<file path="config.mk">
export PLATFORM = sky130hd
export DESIGN_NAME = lcd_text_scheduler
export DESIGN_NICKNAME = d
export VERILOG_FILES = /design/src/rtl/lcd_text_scheduler.sv
export SDC_FILE = /design/constraint.sdc
export NUM_CORES = 1
export LEC_CHECK = 0
export CAP_MARGIN = 20
export CORE_MARGIN = 3
export CORE_UTILIZATION = 55
export CTS_CLUSTER_SIZE = 12
export DETAILED_ROUTE_END_ITERATION = 10
export GPL_ROUTABILITY_DRIVEN = 0
export PLACE_DENSITY = 0.74
export SYNTH_ARGS = -nofsm -noshare
export SYNTH_HDL_FRONTEND = slang
export SYNTH_SLANG_ARGS = --single-unit
</file>
<file path="constraint.sdc">
create_clock -name clk -period 3 [get_ports clk]
set_clock_uncertainty 0.1 [all_clocks]
set_input_delay 0.9 -clock clk [delete_from_list [all_inputs] [get_ports clk]]
set_output_delay 0.9 -clock clk [all_outputs]
set_load 0.02 [all_outputs]
</file>
<file path="src/rtl/lcd_text_scheduler.sv">
// rtl/lcd_text_scheduler.sv - 2x16 LCD shadow buffer with init sequencing and dirty-line refresh
module lcd_text_scheduler #(
    parameter int unsigned CMD_WAIT   = 2000,
    parameter int unsigned CLEAR_WAIT = 100000,
    parameter int unsigned LINE_LEN   = 16
) (
    input  logic       clk,
    input  logic       rst,
    input  logic       buf_we,
    input  logic [4:0] buf_addr,
    input  logic [7:0] buf_wdata,
    input  logic       refresh,
    output logic       lcd_valid,
    output logic       lcd_rs,
    output logic [7:0] lcd_byte,
    input  logic       lcd_ready,
    output logic       init_done,
    output logic       busy
);

    localparam logic [31:0] CMD_LIM   = 32'(CMD_WAIT - 1);
    localparam logic [31:0] CLEAR_LIM = 32'(CLEAR_WAIT - 1);
    localparam logic [3:0]  COL_LAST  = 4'(LINE_LEN - 1);

    typedef enum logic [2:0] {
        S_INIT_CMD,
        S_INIT_WAIT,
        S_IDLE,
        S_SET_ADDR,
        S_SEND_CHAR
    } state_t;

    state_t      r_state;
    state_t      w_next;
    logic [1:0]  r_idx;
    logic [31:0] r_wait;
    logic [1:0]  r_dirty;
    logic        r_rr_last;
    logic        r_line;
    logic [3:0]  r_col;
    logic [7:0]  r_buf [32];
    logic        r_lcd_valid;
    logic        r_lcd_rs;
    logic [7:0]  r_lcd_byte;
    logic        r_init_done;

    logic        w_accept;
    logic        w_wait_last;
    logic        w_sel_line;
    logic        w_start_line;
    logic        w_offer;
    logic        w_offer_rs;
    logic [7:0]  w_offer_byte;
    logic [7:0]  w_init_cmd;
    logic [1:0]  w_dirty_set;
    logic [1:0]  w_dirty_clr;

    assign w_accept     = r_lcd_valid && lcd_ready;
    assign w_wait_last  = (r_wait == ((r_idx == 2'd3) ? CLEAR_LIM : CMD_LIM));
    assign w_sel_line   = (r_dirty == 2'b11) ? ~r_rr_last : r_dirty[1];
    assign w_start_line = (r_state == S_IDLE) && (r_dirty != 2'b00);

    // Set beats clear: a write or refresh landing on the line being picked keeps it dirty.
    assign w_dirty_set  = (refresh ? 2'b11 : 2'b00)
                        | (buf_we ? (buf_addr[4] ? 2'b10 : 2'b01) : 2'b00);
    assign w_dirty_clr  = w_start_line ? (w_sel_line ? 2'b10 : 2'b01) : 2'b00;

    always_comb begin
        w_init_cmd = 8'h28;
        case (r_idx)
            2'd0: w_init_cmd = 8'h28;
            2'd1: w_init_cmd = 8'h0C;
            2'd2: w_init_cmd = 8'h06;
            2'd3: w_init_cmd = 8'h01;
            default: w_init_cmd = 8'h28;
        endcase
    end

    always_comb begin
        w_next       = r_state;
        w_offer      = 1'b0;
        w_offer_rs   = 1'b0;
        w_offer_byte = 8'h00;
        case (r_state)
            S_INIT_CMD: begin
                w_offer      = !r_lcd_valid;
                w_offer_byte = w_init_cmd;
                if (w_accept) w_next = S_INIT_WAIT;
            end
            S_INIT_WAIT: begin
                if (w_wait_last) w_next = (r_idx == 2'd3) ? S_IDLE : S_INIT_CMD;
            end
            S_IDLE: begin
                if (r_dirty != 2'b00) w_next = S_SET_ADDR;
            end
            S_SET_ADDR: begin
                w_offer      = !r_lcd_valid;
                w_offer_byte = r_line ? 8'hC0 : 8'h80;
                if (w_accept) w_next = S_SEND_CHAR;
            end
            S_SEND_CHAR: begin
                w_offer      = !r_lcd_valid;
                w_offer_rs   = 1'b1;
                w_offer_byte = r_buf[{r_line, r_col}];
                if (w_accept && (r_col == COL_LAST)) w_next = S_IDLE;
            end
            default: w_next = S_INIT_CMD;
        endcase
    end

    always_ff @(posedge clk) begin
        if (!rst) r_state <= S_INIT_CMD;
        else      r_state <= w_next;
    end

    always_ff @(posedge clk) begin
        if (!rst) begin
            r_lcd_valid <= 1'b0;
            r_lcd_rs    <= 1'b0;
            r_lcd_byte  <= 8'h00;
            r_init_done <= 1'b0;
            r_idx       <= 2'd0;
            r_wait      <= 32'd0;
            r_dirty     <= 2'b11;
            r_rr_last   <= 1'b1;
            r_line      <= 1'b0;
            r_col       <= 4'd0;
            for (int i = 0; i < 32; i++) r_buf[i] <= 8'h20;
        end else begin
            // Valid is registered and drops for a cycle after every accept.
            if (w_accept) begin
                r_lcd_valid <= 1'b0;
            end else if (w_offer) begin
                r_lcd_valid <= 1'b1;
                r_lcd_rs    <= w_offer_rs;
                r_lcd_byte  <= w_offer_byte;
            end

            if (r_state == S_INIT_CMD)       r_wait <= 32'd0;
            else if (r_state == S_INIT_WAIT) r_wait <= r_wait + 32'd1;

            if ((r_state == S_INIT_WAIT) && w_wait_last) begin
                r_idx <= r_idx + 2'd1;
                if (r_idx == 2'd3) r_init_done <= 1'b1;
            end

            if (w_start_line) begin
                r_line    <= w_sel_line;
                r_rr_last <= w_sel_line;
            end

            if ((r_state == S_SET_ADDR) && w_accept)       r_col <= 4'd0;
            else if ((r_state == S_SEND_CHAR) && w_accept) r_col <= r_col + 4'd1;

            r_dirty <= (r_dirty & ~w_dirty_clr) | w_dirty_set;

            if (buf_we) r_buf[buf_addr] <= buf_wdata;
        end
    end

    assign lcd_valid = r_lcd_valid;
    assign lcd_rs    = r_lcd_rs;
    assign lcd_byte  = r_lcd_byte;
    assign init_done = r_init_done;
    assign busy      = (r_state != S_IDLE);

endmodule

</file>
Yosys cells after proc, flatten, opt, wreduce, memory -nomap -nowiden
Memory sizes are Yosys's and may differ from the RTL's.
Cells that the tools add are included.
{"block": "op_classes", "n_eq_ne": 16, "bitwise_logic": 7, "n_reduce_logical": 18, "add_sub_neg": 3, "n_mux": 26}
{"op": "adder 32 x 1 -> 32 bit (second input constant)", "count": 1}
{"op": "equality test 32 x 17 -> 1 bit", "count": 1}
{"op": "case mux 8 bit (4 select lines)", "count": 1}
{"op": "case mux 8 bit (3 select lines)", "count": 1}
{"op": "2-to-1 mux 17 bit", "count": 1}
{"op": "2-to-1 mux 3 bit", "count": 5}
{"op": "case mux 3 bit (5 select lines)", "count": 1}
{"op": "2-to-1 mux 2 bit", "count": 6}
{"op": "2-to-1 mux 1 bit", "count": 8}
{"op": "2-to-1 mux 8 bit", "count": 1}
{"op": "!= test 2 bit (second input constant)", "count": 4}
{"op": "OR reduction 8 bit", "count": 1}
{"op": "2-to-1 mux 7 bit", "count": 1}
{"op": "equality test 2 bit (second input constant)", "count": 3}
{"op": "equality test 3 x 2 -> 1 bit (second input constant)", "count": 2}
{"op": "logical AND 1 bit", "count": 6}
{"op": "OR reduction 2 bit", "count": 3}
{"op": "2-to-1 mux 5 bit", "count": 1}
{"op": "AND reduction 5 bit", "count": 1}
{"op": "adder 4 x 1 -> 4 bit (second input constant)", "count": 1}
{"op": "equality test 4 bit (second input constant)", "count": 1}
{"op": "bitwise OR 2 bit", "count": 2}
{"op": "AND reduction 2 bit", "count": 2}
{"op": "equality test 3 x 1 -> 1 bit (second input constant)", "count": 1}
{"op": "13 further kinds", "count": 15}
{"block": "totals", "memories": 1, "output_inout_bits": 12, "inputBits": 18, "reg_bits": 56, "word_cells": 82, "ramBits": 256}
{"name": "r_buf", "words": 32, "word_bits": 8, "read_ports": 1, "rd_clocked_by_memory_dff": 0, "wr": 32, "line_no": "41", "text": "logic [7:0] r_buf [32];"}

Depth between registers and ports, before layout
{"block": "logic_depth", "word_depth": 7, "ltp_mapped": 8, "ltp_nobuf": 6}

Least setup slack after synthesis
No wires, ideal clock.
{"block": "synth_path", "path_type": "input port to flip-flop", "startpoint": "in buf_addr[1]", "endpoint": "mem r_buf[0][0] (enable)", "setup_time_ns": 0.384, "path_slack_ns": 0.297, "required_ns": 2.516, "path_stages": 4, "t_arrival_ns": 2.219, "path_buffers": 2, "cell_sequence": "or3_1 > clkbuf_1 > clkbuf_1 > o21ai_0"}
{"element": "start, declared", "line_no": "10", "text": "input logic [4:0] buf_addr,"}
{"element": "end, declared", "line_no": "41"}

Worst setup path after layout
{"block": "layout_path", "startpoint": "reg r_state[1]", "endpoint": "out busy"}
{"block": "layout_between", "elab_chain_len": 1}
{"element": "start, declared", "line_no": "33", "text": "state_t r_state;"}
{"element": "start signal, assigned", "line_no": "113", "text": "else r_state <= w_next;"}
{"element": "!= test 3 x 2 -> 1 bit", "line_no": "165", "text": "assign busy = (r_state != S_IDLE);"}
{"element": "end, declared", "line_no": "18", "text": "output logic busy"}
Every way passes these cells.

==> flow_summary.json <==
{
  "status": "finished clean",
  "crit_fanout": 10,
  "crit_required_ps": 2000,
  "drc": 0,
  "io_buffers": 29,
  "placed_cells": 1516,
  "avgSynthCellArea_um2": 12.80,
  "fin_ws_ps": 129.0,
  "period_minus_slack_ps": 2871,
  "route.antenna.remaining_nets": 0,
  "synth_area_leaders": "edfxtp_1 (52%), and2_1 (9.8%), dfxtp_1 (7.7%)",
  "power-per-cell-area_mw_per_mm2": 624.7,
  "netlist_top_cells_count": "edfxtp_1 (256), and2_1 (230), nor2_1 (86)",
  "grt_max_degree": 46,
  "synth_top_area_share_pct": 52.46,
  "maxCapViolCount": 0,
  "yosysUniqueCellTypes": 69,
  "grtUsageTotal_pct": 24.43,
  "rr_endpoint": "lcd_byte[1]",
  "gr-total-overflow": 0,
  "start_util_pct": 56.08,
  "fin_cells": 1577,
  "nFillCells": 1930,
  "timing.rr.start": "r_col[0]",
  "drt-pass1-iter-count": 7,
  "setup_viol": 0,
  "drtIter0Drc": 960,
  "pre_cts_ws_ps": 40.79,
  "synth_seq_cells": 312,
  "holdPathStages": 2,
  "vias": 9528,
  "layout-drive-gt1-share_pct": 15.86,
  "yosysMostFrequentCell": "edfxtp_1",
  "synth-seq-area-share_pct": 60.11,
  "wl_per_cell_um": 21.79,
  "die_x_um": 169.2,
  "cts_buffers": 35,
  "fmax_mhz": 348.3,
  "clock_latency_ps": 510,
  "clock_sinks": 312,
  "grt_pass1_wl_um": 54080,
  "worst_slew_pin_slew_ps": 828.9,
  "n_antenna_cell": 0,
  "syn_area_mm2": 0.01465,
  "die_h_um": 169.2,
  "synth_ff_type": "edfxtp_1",
  "hold_path_end": "r_wait[17]",
  "cp.arrival_ps": 1870,
  "rrSetupSlack_ps": 580,
  "htree_levels": 2,
  "fin_nets": 1244,
  "dpl.hpwl_um": 23220,
  "antenna_found_initial": 0,
  "ios": 30,
  "num_rows": 59,
  "clk_path_buf_depth": 3,
  "grt_setup_unrepaired": "false",
  "final_max_slew_viol_count": 0,
  "syn_inst": 1145,
  "hold_class": "flop to flop",
  "peakVddDrop_uv": 530.1,
  "relSlewSlack_pct": 44.66,
  "clkTransAtPathRegs_ps": 60,
  "hold_start": "r_wait[17]",
  "synthArstFlopShare_pct": 0,
  "rr_worst_depth": 5,
  "synth_top_area_cell": "edfxtp_1",
  "yosys_warnings": 0,
  "drt_wl_total_um": 34360,
  "period_share_pct": 95.70,
  "hold_viol": 0,
  "cp-start-kind": "flop",
  "root_buffer": "clkbuf_16",
  "vias_per_cell": 6.042,
  "fin_setup_tns_ps": 0,
  "first_global_vias": 9489,
  "area_growth_pct": 14.76,
  "cts_tree": "yes",
  "synth.net_count": 1170,
  "synth-edff-count": 256,
  "dieArea_mm2": 0.02864,
  "p_leak_nw": 5.835,
  "timing_worst_setup_path_type": "flop to primary output",
  "core_area_mm2": 0.02613,
  "cp-end-kind": "primary output"
}
-- routing by layer --
layer / global-route usage, % / vias up / wire (µm)
met5: 0 / - / 0
met4: 8.748 / 0 / 1063
met3: 5.171 / 73 / 2854
met2: 38.20 / 415 / 16070
met1: 34.35 / 4671 / 14370
li1: - / 4369 / -
-- where the power goes --
| group | leakage [nW] | total [mW] | internal (mW) | switching, mW |
|---|---|---|---|---|
| Clock | 0.523 | 4.06 | 2.42 | 1.64 |
| Sequential | 2.91 | 5.10 | 4.93 | 0.164 |
| Combinational | 2.40 | 1.35 | 0.546 | 0.806 |
| Total | 5.83 | 10.5 | 7.90 | 2.61 |
-- area by class of cell --
class,count,area [µm²],share of cell area [%]
Sequential cell,312,8815,52.41
Multi-Input combinational cell,744,5459,32.46
Timing Repair Buffer,118,1021,6.071
Clock buffer,47,963.4,5.729
Tap cell,335,419.2,2.492
Clock inverter,13,110.1,0.6547
Inverter,8,30.03,0.1786
-- worst max-delay path, stage by stage (launching register included) --
cell and delay (ps):
dfxtp_2 450, nor2b_2 240, nand2b_1 120, clkdlybuf4s50_1 560
-- state kept, by name (all words and copies together), names as in the netlist --
name / cells
r_buf: 256
r_col: 4
r_line: 1
lcd_rs: 1
r_state: 3
r_wait: 32
init_done: 1
r_rr_last: 1
lcd_valid: 1
r_idx: 2
lcd_byte: 8
r_dirty: 2
-- timing repair --
action	in CTS	in global routing
setup buffers	0	0
gates resized for setup	1	1
endpoints found under the setup margin	1	1
hold buffers	0	0
cloned	0	0
-- metrics by stage --
stage | total power [mW] | util [%] | hold WS (ps) | area, µm²
global route | 10.89 | 64.35 | 438.7 | 16820
finish | 10.51 | 64.35 | 403.2 | 16820
floorplan | 5.989 | - | 355.7 | 14650
CTS | 10.55 | 64.32 | 403.9 | 16810
detailed placement | 6.513 | 60.20 | 393.8 | 15730
global placement | 6.482 | 60.20 | 367.5 | 15730
-- how the worst max path moves through the flow --
stage                           start      endpoint  slack (ps)
after floorplan           buf_addr[1]   r_buf[0][0]         300
after global routing       r_state[1]          busy          10
after global placement    buf_addr[4]  r_buf[27][7]          70
after detailed placement  buf_addr[4]  r_buf[20][2]          40
final                      r_state[1]          busy         130
after CTS                  r_state[1]          busy          70
-- logic make-up (layout without fill, tap and decap cells) --
| group | after synthesis | in the layout | share of synthesized area (%) |
|---|---|---|---|
| AOI/OAI and AO/OA | 134 | 134 | 6.122 |
| xor gates and xnor gates | 23 | 23 | 1.375 |
| adders and majority gates | 7 | 7 | 0.5977 |
| buffers and inverters | 89 | 186 | 2.655 |
| DFF | 312 | 312 | 60.11 |
| muxes | 89 | 89 | 10.10 |
| and+or+nand+nor | 491 | 491 | 19.04 |
-- placed cells by master (no fill, tap or decap), drive strengths merged, types with 29 or more instances in the layout --
cell           count
mux4              47
nand2             46
clkbuf            47
edfxtp           256
buf               89
or3               39
nand3             30
nor2              87
dfxtp             56
and2             230
mux2i             41
o21ai             44
clkdlybuf4s50     29
Note: power is estimated with default switching activity, not from simulation.
